--- config.mk ---
export PLATFORM = sky130hd
export DESIGN_NAME = vgalcd_tim_meas_flat
export DESIGN_NICKNAME = d
export VERILOG_FILES = /design/src/rtl/vgalcd_tim_meas_if.sv /design/src/rtl/vgalcd_tim_meas.sv /design/src/flat_wrapper.sv
export SDC_FILE = /design/constraint.sdc
export NUM_CORES = 1
export LEC_CHECK = 0
export CAP_MARGIN = 15
export CORE_ASPECT_RATIO = 1.5
export CORE_MARGIN = 3
export CORE_UTILIZATION = 45
export DETAILED_ROUTE_END_ITERATION = 12
export PLACE_DENSITY_LB_ADDON = 0.25
export SYNTH_ARGS = -nofsm -noshare
export SYNTH_HDL_FRONTEND = slang
export SYNTH_SLANG_ARGS = --single-unit
export TNS_END_PERCENT = 5
--- constraint.sdc ---
create_clock -name clk_i -period 8.55 [get_ports clk_i]
set_clock_uncertainty 0.1 [all_clocks]
set_input_delay 1.2825 -clock clk_i [delete_from_list [all_inputs] [get_ports clk_i]]
set_output_delay 1.2825 -clock clk_i [all_outputs]
set_load 0.01 [all_outputs]
--- src/rtl/vgalcd_tim_meas_if.sv ---
// Sample-side bundle for one measured video timing axis.
// Master drives the sampled sync/visible pair; slave returns the measurements.
interface vgalcd_tim_meas_if #(
    parameter int TB_WIDTH = 16,
    parameter int VB_WIDTH = 16
);
    logic                en_i;
    logic                sync_i;
    logic                vis_i;
    logic [TB_WIDTH-1:0] bpsize_o;
    logic [TB_WIDTH-1:0] snsize_o;
    logic [TB_WIDTH-1:0] fpsize_o;
    logic [VB_WIDTH-1:0] vlen_o;
    logic                valid_o;
    logic                lock_o;
    logic                err_o;

    modport master (
        output en_i, sync_i, vis_i,
        input  bpsize_o, snsize_o, fpsize_o, vlen_o,
        input  valid_o, lock_o, err_o
    );

    modport slave (
        input  en_i, sync_i, vis_i,
        output bpsize_o, snsize_o, fpsize_o, vlen_o,
        output valid_o, lock_o, err_o
    );
endinterface

--- src/rtl/vgalcd_tim_meas.sv ---
// Receive-side timing measurement for one VGA/LCD axis.
// Reports phase lengths in N-1 form, with per-period valid, lock and error.
module vgalcd_tim_meas #(
    parameter int TB_WIDTH = 16,
    parameter int VB_WIDTH = 16,
    parameter int LOCK_CNT = 2
) (
    input logic clk_i,
    input logic rst_n_i,
    vgalcd_tim_meas_if.slave bus
);
    localparam int MW = $clog2(LOCK_CNT + 1);
    localparam logic [TB_WIDTH-1:0] T1 = TB_WIDTH'(1);
    localparam logic [VB_WIDTH-1:0] V1 = VB_WIDTH'(1);
    localparam logic [MW-1:0]       M1 = MW'(1);
    localparam logic [MW-1:0]       LK = MW'(LOCK_CNT);

    typedef enum logic [2:0] {
        IDLE, SYNC, BACKPORCH, VISIBLE, FRONTPORCH
    } state_t;

    state_t              state, state_n;
    logic                armed, armed_n;
    logic [TB_WIDTH-1:0] sn_cnt, bp_cnt, fp_cnt;
    logic [TB_WIDTH-1:0] sn_n, bp_n, fp_n;
    logic [VB_WIDTH-1:0] vc_cnt, vc_n;
    logic [TB_WIDTH-1:0] sn_new, bp_new, fp_new;
    logic [VB_WIDTH-1:0] vl_new;
    logic [MW-1:0]       match, match_n;
    logic                done, fault, same;
    logic                s, v;

    assign s = bus.sync_i;
    assign v = bus.vis_i;

    always_ff @(posedge clk_i or negedge rst_n_i) begin
        if (!rst_n_i) begin
            state <= IDLE;
        end else if (bus.en_i) begin
            state <= state_n;
        end
    end

    always_comb begin
        state_n = state;
        armed_n = armed;
        sn_n    = sn_cnt;
        bp_n    = bp_cnt;
        fp_n    = fp_cnt;
        vc_n    = vc_cnt;
        done    = 1'b0;
        fault   = 1'b0;
        unique case (state)
            IDLE: begin
                if (!s) begin
                    armed_n = 1'b1;
                end else if (armed) begin
                    state_n = SYNC;
                    sn_n    = T1;
                    armed_n = 1'b0;
                end
            end
            SYNC: begin
                if (v) begin
                    fault = 1'b1;
                end else if (!s) begin
                    state_n = BACKPORCH;
                    bp_n    = T1;
                end else if (&sn_cnt) begin
                    fault = 1'b1;
                end else begin
                    sn_n = sn_cnt + T1;
                end
            end
            BACKPORCH: begin
                if (s) begin
                    fault = 1'b1;
                end else if (v) begin
                    state_n = VISIBLE;
                    vc_n    = V1;
                end else if (&bp_cnt) begin
                    fault = 1'b1;
                end else begin
                    bp_n = bp_cnt + T1;
                end
            end
            VISIBLE: begin
                if (s) begin
                    fault = 1'b1;
                end else if (!v) begin
                    state_n = FRONTPORCH;
                    fp_n    = T1;
                end else if (&vc_cnt) begin
                    fault = 1'b1;
                end else begin
                    vc_n = vc_cnt + V1;
                end
            end
            FRONTPORCH: begin
                if (v) begin
                    fault = 1'b1;
                end else if (s) begin
                    done    = 1'b1;
                    state_n = SYNC;
                    sn_n    = T1;
                end else if (&fp_cnt) begin
                    fault = 1'b1;
                end else begin
                    fp_n = fp_cnt + T1;
                end
            end
            default: begin
                state_n = IDLE;
                armed_n = 1'b0;
            end
        endcase
        // any violation drops back to a disarmed IDLE
        if (fault) begin
            state_n = IDLE;
            armed_n = 1'b0;
        end
    end

    assign sn_new = sn_cnt - T1;
    assign bp_new = bp_cnt - T1;
    assign fp_new = fp_cnt - T1;
    assign vl_new = vc_cnt - V1;

    assign same = (sn_new == bus.snsize_o) &&
                  (bp_new == bus.bpsize_o) &&
                  (fp_new == bus.fpsize_o) &&
                  (vl_new == bus.vlen_o);

    always_comb begin
        match_n = match;
        if (fault) begin
            match_n = '0;
        end else if (done) begin
            if (same && (match != '0)) begin
                match_n = (match >= LK) ? LK : match + M1;
            end else begin
                match_n = M1;
            end
        end
    end

    always_ff @(posedge clk_i or negedge rst_n_i) begin
        if (!rst_n_i) begin
            armed        <= 1'b0;
            sn_cnt       <= '0;
            bp_cnt       <= '0;
            fp_cnt       <= '0;
            vc_cnt       <= '0;
            match        <= '0;
            bus.snsize_o <= '0;
            bus.bpsize_o <= '0;
            bus.fpsize_o <= '0;
            bus.vlen_o   <= '0;
            bus.valid_o  <= 1'b0;
            bus.lock_o   <= 1'b0;
            bus.err_o    <= 1'b0;
        end else begin
            bus.valid_o <= bus.en_i & done;
            bus.err_o   <= bus.en_i & fault;
            if (bus.en_i) begin
                armed  <= armed_n;
                sn_cnt <= sn_n;
                bp_cnt <= bp_n;
                fp_cnt <= fp_n;
                vc_cnt <= vc_n;
                match  <= match_n;
                if (done) begin
                    bus.snsize_o <= sn_new;
                    bus.bpsize_o <= bp_new;
                    bus.fpsize_o <= fp_new;
                    bus.vlen_o   <= vl_new;
                end
                if (done || fault) begin
                    bus.lock_o <= (match_n >= LK);
                end
            end
        end
    end
endmodule

--- src/flat_wrapper.sv ---
// flat-port wrapper written by rule: the top's interface ports become plain ports
module vgalcd_tim_meas_flat 
#(
    parameter int TB_WIDTH = 16,
    parameter int VB_WIDTH = 16,
    parameter int LOCK_CNT = 2
)
  (clk_i, rst_n_i, bus_en_i, bus_sync_i, bus_vis_i, bus_bpsize_o, bus_snsize_o, bus_fpsize_o, bus_vlen_o, bus_valid_o, bus_lock_o, bus_err_o);
  vgalcd_tim_meas_if #(.TB_WIDTH(TB_WIDTH), .VB_WIDTH(VB_WIDTH)) bus_i ();
  input logic clk_i;
  input logic rst_n_i;
  input wire logic [$bits(bus_i.en_i)-1:0] bus_en_i;
  input wire logic [$bits(bus_i.sync_i)-1:0] bus_sync_i;
  input wire logic [$bits(bus_i.vis_i)-1:0] bus_vis_i;
  output wire logic [$bits(bus_i.bpsize_o)-1:0] bus_bpsize_o;
  output wire logic [$bits(bus_i.snsize_o)-1:0] bus_snsize_o;
  output wire logic [$bits(bus_i.fpsize_o)-1:0] bus_fpsize_o;
  output wire logic [$bits(bus_i.vlen_o)-1:0] bus_vlen_o;
  output wire logic [$bits(bus_i.valid_o)-1:0] bus_valid_o;
  output wire logic [$bits(bus_i.lock_o)-1:0] bus_lock_o;
  output wire logic [$bits(bus_i.err_o)-1:0] bus_err_o;
  assign bus_i.en_i = bus_en_i;
  assign bus_i.sync_i = bus_sync_i;
  assign bus_i.vis_i = bus_vis_i;
  assign bus_bpsize_o = bus_i.bpsize_o;
  assign bus_snsize_o = bus_i.snsize_o;
  assign bus_fpsize_o = bus_i.fpsize_o;
  assign bus_vlen_o = bus_i.vlen_o;
  assign bus_valid_o = bus_i.valid_o;
  assign bus_lock_o = bus_i.lock_o;
  assign bus_err_o = bus_i.err_o;
  vgalcd_tim_meas #(.TB_WIDTH(TB_WIDTH), .VB_WIDTH(VB_WIDTH), .LOCK_CNT(LOCK_CNT)) u_core (.clk_i(clk_i), .rst_n_i(rst_n_i), .bus(bus_i));
endmodule
-- After elaboration in Yosys (flattened, before gate mapping)
Index checks and enable logic that the tools add are counted.
- add/sub/neg operators: 9
- eq/ne operators: 37
- multiplexer cells: 61
- multipliers: 0
- reduce and logical (&&, ||, !) cells: 24
- divide/modulo/power cells: 0
- bitwise logic cells: 2
- $lt $le $gt $ge: 2
- shift-type cells: 0
- operator list (cell ; count):
    $mux W16 ; 22
    $pmux W16 S2 ; 3
    $add A16 B1 Y16 const B ; 4
    $eq A16 B16 Y1 ; 4
    $reduce_and A16 Y1 ; 4
    $sub A16 B1 Y16 const B ; 4
    $pmux W16 S3 ; 1
    $ne A2 B2 Y1 const B ; 17
    $mux W3 ; 11
    $ne A3 B2 Y1 const B ; 9
    $reduce_and A7 Y1 ; 3
    $mux W1 ; 17
    $pmux W3 S5 ; 1
    $reduce_and A11 Y1 ; 1
    $reduce_and A9 Y1 ; 1
    $mux W2 ; 4
    $reduce_bool A2 Y1 ; 4
    $eq A3 B2 Y1 const B ; 2
    $reduce_and A2 Y1 ; 3
    $ge A2 B2 Y1 const B ; 2
    $logic_and A1 B1 Y1 ; 4
    $ne A2 B1 Y1 const B ; 2
    $pmux W1 S4 ; 1
    $reduce_or A4 Y1 ; 1
    9 further kinds ; 10
- word-level logic and storage cells: 149
- output and inout bits: 67
- bits in read-only memories: 0
- memories: 0
- register bits after elaboration: 137
- bits in writable memories: 0
- bits of input ports: 5
- latch bits: 0

-- Depth between registers and ports, before layout
- word-level depth: 10
- gate-level depth with buffers: 12
- gate-level depth less buffers: 10

-- Worst setup path after synthesis
OpenSTA, ideal clock, no wires.
- path kind: input -> register
- start: in bus_vis_i
- end: reg u_core.sn_cnt[9]
- arrival: 3.204 ns
- required time: 8.318 ns
- setup time: 0.132 ns
- path slack: 5.114 ns
- path buffers: 1
- stages: 8
- cell sequence: clkbuf_1 > maj3_1 > nor3_1 > a21bo_2 > nor4_1 > nand3_1 > xor2_1 > nor2_1
- longest elaborated chain between the ends: 2
- elaborated cells on any way between the ends: 3
- those cells by class: eq/ne (2); reduce/logical (1)
- ends and longest elaborated chain (element ; RTL line ; source):
    start, declared ; flat_wrapper.sv:14 ; input wire logic [$bits(bus_i.vis_i)-1:0] bus_vis_i;
    $ne A2 B2 Y1 (no source line) ; -- ;
    $reduce_and A9 Y1 (no source line) * ; -- ;
    end signal, assigned ; vgalcd_tim_meas.sv:167 ; sn_cnt <= sn_n;
    end, declared ; vgalcd_tim_meas.sv:24 ; logic [TB_WIDTH-1:0] sn_cnt, bp_cnt, fp_cnt;
Mark *: on every way between the ends. The rest lies on a longest branch, timed or not.
A chain may end at the register's enable or synchronous reset.

-- Worst setup path after layout
- start: reg u_core.bp_cnt[0]
- end: reg u_core.match[0]
- longest elaborated chain between the ends: 9
- elaborated cells on any way between the ends: 14
- those cells by class: add/sub (1); eq/ne (1); mux (7); reduce/logical (5)
- ends and longest elaborated chain (element ; RTL line ; source):
    start, declared ; vgalcd_tim_meas.sv:24 ;
    start signal, assigned ; vgalcd_tim_meas.sv:168 ; bp_cnt <= bp_n;
    $sub A16 B1 Y16 ; vgalcd_tim_meas.sv:125 ; assign bp_new = bp_cnt - T1;
    via u_core.bp_new[0] ; vgalcd_tim_meas.sv:27 ; logic [TB_WIDTH-1:0] sn_new, bp_new, fp_new;
    $eq A16 B16 Y1 ; vgalcd_tim_meas.sv:130 ; (bp_new == bus.bpsize_o) &&
    $logic_and A1 B1 Y1 ; vgalcd_tim_meas.sv:129 ; assign same = (sn_new == bus.snsize_o) &&
    $logic_and A1 B1 Y1 ; vgalcd_tim_meas.sv:130 ;
    $logic_and A1 B1 Y1 ; vgalcd_tim_meas.sv:131 ; (fp_new == bus.fpsize_o) &&
    $logic_and A1 B1 Y1 ; vgalcd_tim_meas.sv:139 ; if (same && (match != '0)) begin
    $mux W2 ; vgalcd_tim_meas.sv:139 ;
    $mux W2 ; vgalcd_tim_meas.sv:138 ; end else if (done) begin
    $mux W2 ; vgalcd_tim_meas.sv:136 ; if (fault) begin
    end signal, assigned ; vgalcd_tim_meas.sv:171 ; match <= match_n;
    end, declared ; vgalcd_tim_meas.sv:29 ; logic [MW-1:0] match, match_n;
The timed path passes the listed nets, and every way through them passes these cells.

==> key figures <==
STA
  • Final hold vios: 0
  • RSZ-0062 raised after global routing: no
  • Hold slack: roughly 0.42 ns
  • Slew HR: between 20% and 30%
  • Tmin final: around 4.0 ns
  • Final setup TNS: 0 ns
  • Fmax: about 250 MHz
  • # setup viols final: 0
  • Crit share post-route: a little under half
  • Fin. max-slew vios: 0
  • Actual slew at the worst max-slew pin: 1.09 ns

Clock tree
  • H-tree Lvls: 4
  • Clock buffer count from CTS: 17
  • Worst-Skew Late Latency: between 0.4 and 0.5 ns
  • Setup bufs post-CTS: 0
  • CTS resizes: 0
  • Root buffer cell: clkbuf_16
  • Maximum clock path buffer count: 2
  • Clock-pin transition on the worst setup and hold timing paths: ~0.06 ns
  • Clk sinks: about 140
  • CTS tree: yes
  • Hold-fix buffers at CTS: 0

Synthesis
  • Synth area leaders: dfrtp_1, o21ai_0, xnor2_1, nand2_1, xor2_1
  • Cell taking the most area after synthesis: dfrtp_1
  • Distinct cells, synth: 70
  • Post-synth ARST share: 100%
  • Synthesized cell area: between 8000 and 9000 um2
  • Mapped Nets: ~1,100
  • EDFF count, synth: 0
  • Sequential-to-total area share from yosys stat: about two fifths
  • Share of the synthesized area in the top cell type: 38.7%
  • Syn_area_per_cell: 8.29 um2
  • Most common cell in the synthesized netlist: nand2_1
  • Synth Register Bits: approximately 140
  • Dominant synthesized flop cell: dfrtp_1
  • Yosys Warn Count: 0
  • Commonest cells post-synth: nand2_1, o21ai_0, dfrtp_1, nor2_1, clkbuf_1
  • Synth Instances: between 1,000 and 1,500

Routing
  • Residual DRC count: 0
  • Total routed wirelength: 25,700 um
  • Iter 0 DRT Violations: 825
  • DRT antenna net count: 0
  • WL/cell: about 19 um
  • 1st-pass router iterations: 6
  • Vias after detailed routing: between 7,000 and 8,000
  • Number of vias per cell: ~5.9

Global route
  • First-pass GRT wire length: between 40,000 and 50,000 um
  • Vias in the first global route: between 7,000 and 8,000
  • Initial antenna violation count: 0
  • Gr ovfl total: 0
  • Gr usage total: 24.6%
  • Busiest grt layer: met2
  • Met3 Use GR: 3.70%
  • Largest net degree at the start of global routing: approximately 120
  • Met2 GRT Util: a little over 40%
  • GR Layer Usage met1: 31.2%

Setup path
  • Crit Path Class: reg -> reg
  • Critical Path RT: ~8.8 ns
  • R2R depth: 10
  • Worst Path Max Fanout: 9
  • R2r endpoint: u_core.match[0]
  • R2R Setup Slk: approximately 4.6 ns
  • CP Capture Type: register
  • Crit path from: u_core.bp_cnt[0]
  • Data arrival, critical path: about 4.2 ns
  • Critical path startpoint category: register
  • RR Startpoint: u_core.bp_cnt[0]

Final layout
  • Ant diodes: 0
  • # nets final: 1,091
  • Area grow syn2layout: 14.3%
  • Layout cells sized above 1: between 4 and 5%

Floorplanning
  • Die area: 21,400 um2
  • Die width: 120 um
  • IO Pins: between 70 and 80
  • Core area: between 15,000 and 20,000 um2
  • Die H: around 180 um
  • Initial Utilization: between 40% and 50%
  • Row Count: between 60 and 70

Min path
  • Hold_sp: u_core.bus.snsize_o[4]
  • Worst Hold Class: reg -> reg
  • Worst min-delay path endpoint: u_core.bus.snsize_o[4]
  • Hold Crit Depth: 2

Placed design
  • Port-buffer cells: ~70
  • Placer Congestion: 0.909
  • Hpwl dp: approximately 19,000 um

Power and ir drop
  • Leakage: between 4 and 5 nW
  • Maximum VDD drop: 180 uV
  • Power Density: roughly 340 nW/um2

Job
  • # Max-Cap Violations: 0

Run status
  • Status: complete, no violations
layout make-up:
cell class                 instances  area (um2)
fill                            1864        9130
multi-input combinational        814        4960
sequential                       137        3430
timing repair buffer              76         749
clock buffer                      27         493
tap                              256         320
inverter                          32         120
clock inverter                     3        40.0
layout by cell type, fill, tap and decap left out, drive strengths merged, types with 26 or more instances in the layout:
| cell | count |
|---|---|
| nand2 | 146 |
| clkbuf | 27 |
| nor3 | 26 |
| xor2 | 57 |
| dfrtp | 137 |
| nand3 | 31 |
| nor2 | 81 |
| xnor2 | 67 |
| clkdlybuf4s50 | 70 |
| nor4 | 28 |
| inv | 31 |
| o21ai | 144 |
cell families after synthesis:
family	after synthesis	synth area share, %
and+or+nand+nor	429	24.3
buffers and inverters	116	5.27
muxes	5	0.566
AOI/OAI and AO/OA	243	16.6
xor gates and xnor gates	128	13.3
DFF	137	38.7
adders and majority gates	9	1.24
metrics by stage:
stage               total power (W)  std cells  utilization, %  cell area (um2)  setup slack, ns
finish                      0.00344       1345            52.6            10100             4.58
global route                0.00367       1345            52.6            10100             4.40
CTS                         0.00345       1345            52.6            10100             4.69
detailed placement          0.00275       1315            49.8             9580             4.34
global placement            0.00273       1315            49.8             9580             4.45
floorplan                   0.00211       1067               -             8850             5.11
per-layer routing:
layer / share of wire, % / up-vias
met1: 42 / 3830
met2: 49 / 263
li1: - / 3768
met4: 3.9 / 0
met5: 0 / -
met3: 4.4 / 57
power by group:
part	switching [W]	leakage (nW)	internal (W)	total, W
clock	0.000271	0.261	0.000419	0.000690
sequential	0.000276	1.87	0.000795	0.00107
combinational	0.000930	2.04	0.000752	0.00168
total	0.00148	4.17	0.00197	0.00344
critical path: stages, from the launching register on:
cell and delay (ns):
dfrtp_1 0.47, inv_1 0.09, ha_1 0.24, nor3b_1 0.90
nand2_1 0.23, xor2_1 0.27, o221ai_1 0.14, or4_1 0.58
nor4_1 0.40, nand4_1 0.22, nor3b_2 0.20
state kept, by name (all words and copies together), names as in the netlist:
signal / count
u_core.bus.fpsize_o: 16
u_core.bp_cnt: 16
u_core.bus.lock_o: 1
u_core.vc_cnt: 16
u_core.bus.vlen_o: 16
u_core.bus.err_o: 1
u_core.armed: 1
u_core.sn_cnt: 16
u_core.bus.snsize_o: 16
u_core.match: 2
u_core.bus.valid_o: 1
u_core.fp_cnt: 16
u_core.bus.bpsize_o: 16
u_core.state: 3
worst max-delay path by stage:
stage                             endpoint  slack [ns]  depth (start not counted)
after CTS                  u_core.match[0]        4.69                         10
final                      u_core.match[0]        4.58                         10
after floorplan           u_core.sn_cnt[9]        5.11                          8
after global placement    u_core.sn_cnt[9]        4.45                          8
after detailed placement  u_core.sn_cnt[9]        4.34                          8
after global routing       u_core.match[0]        4.40                         10
(Power assumes the default switching activity.)
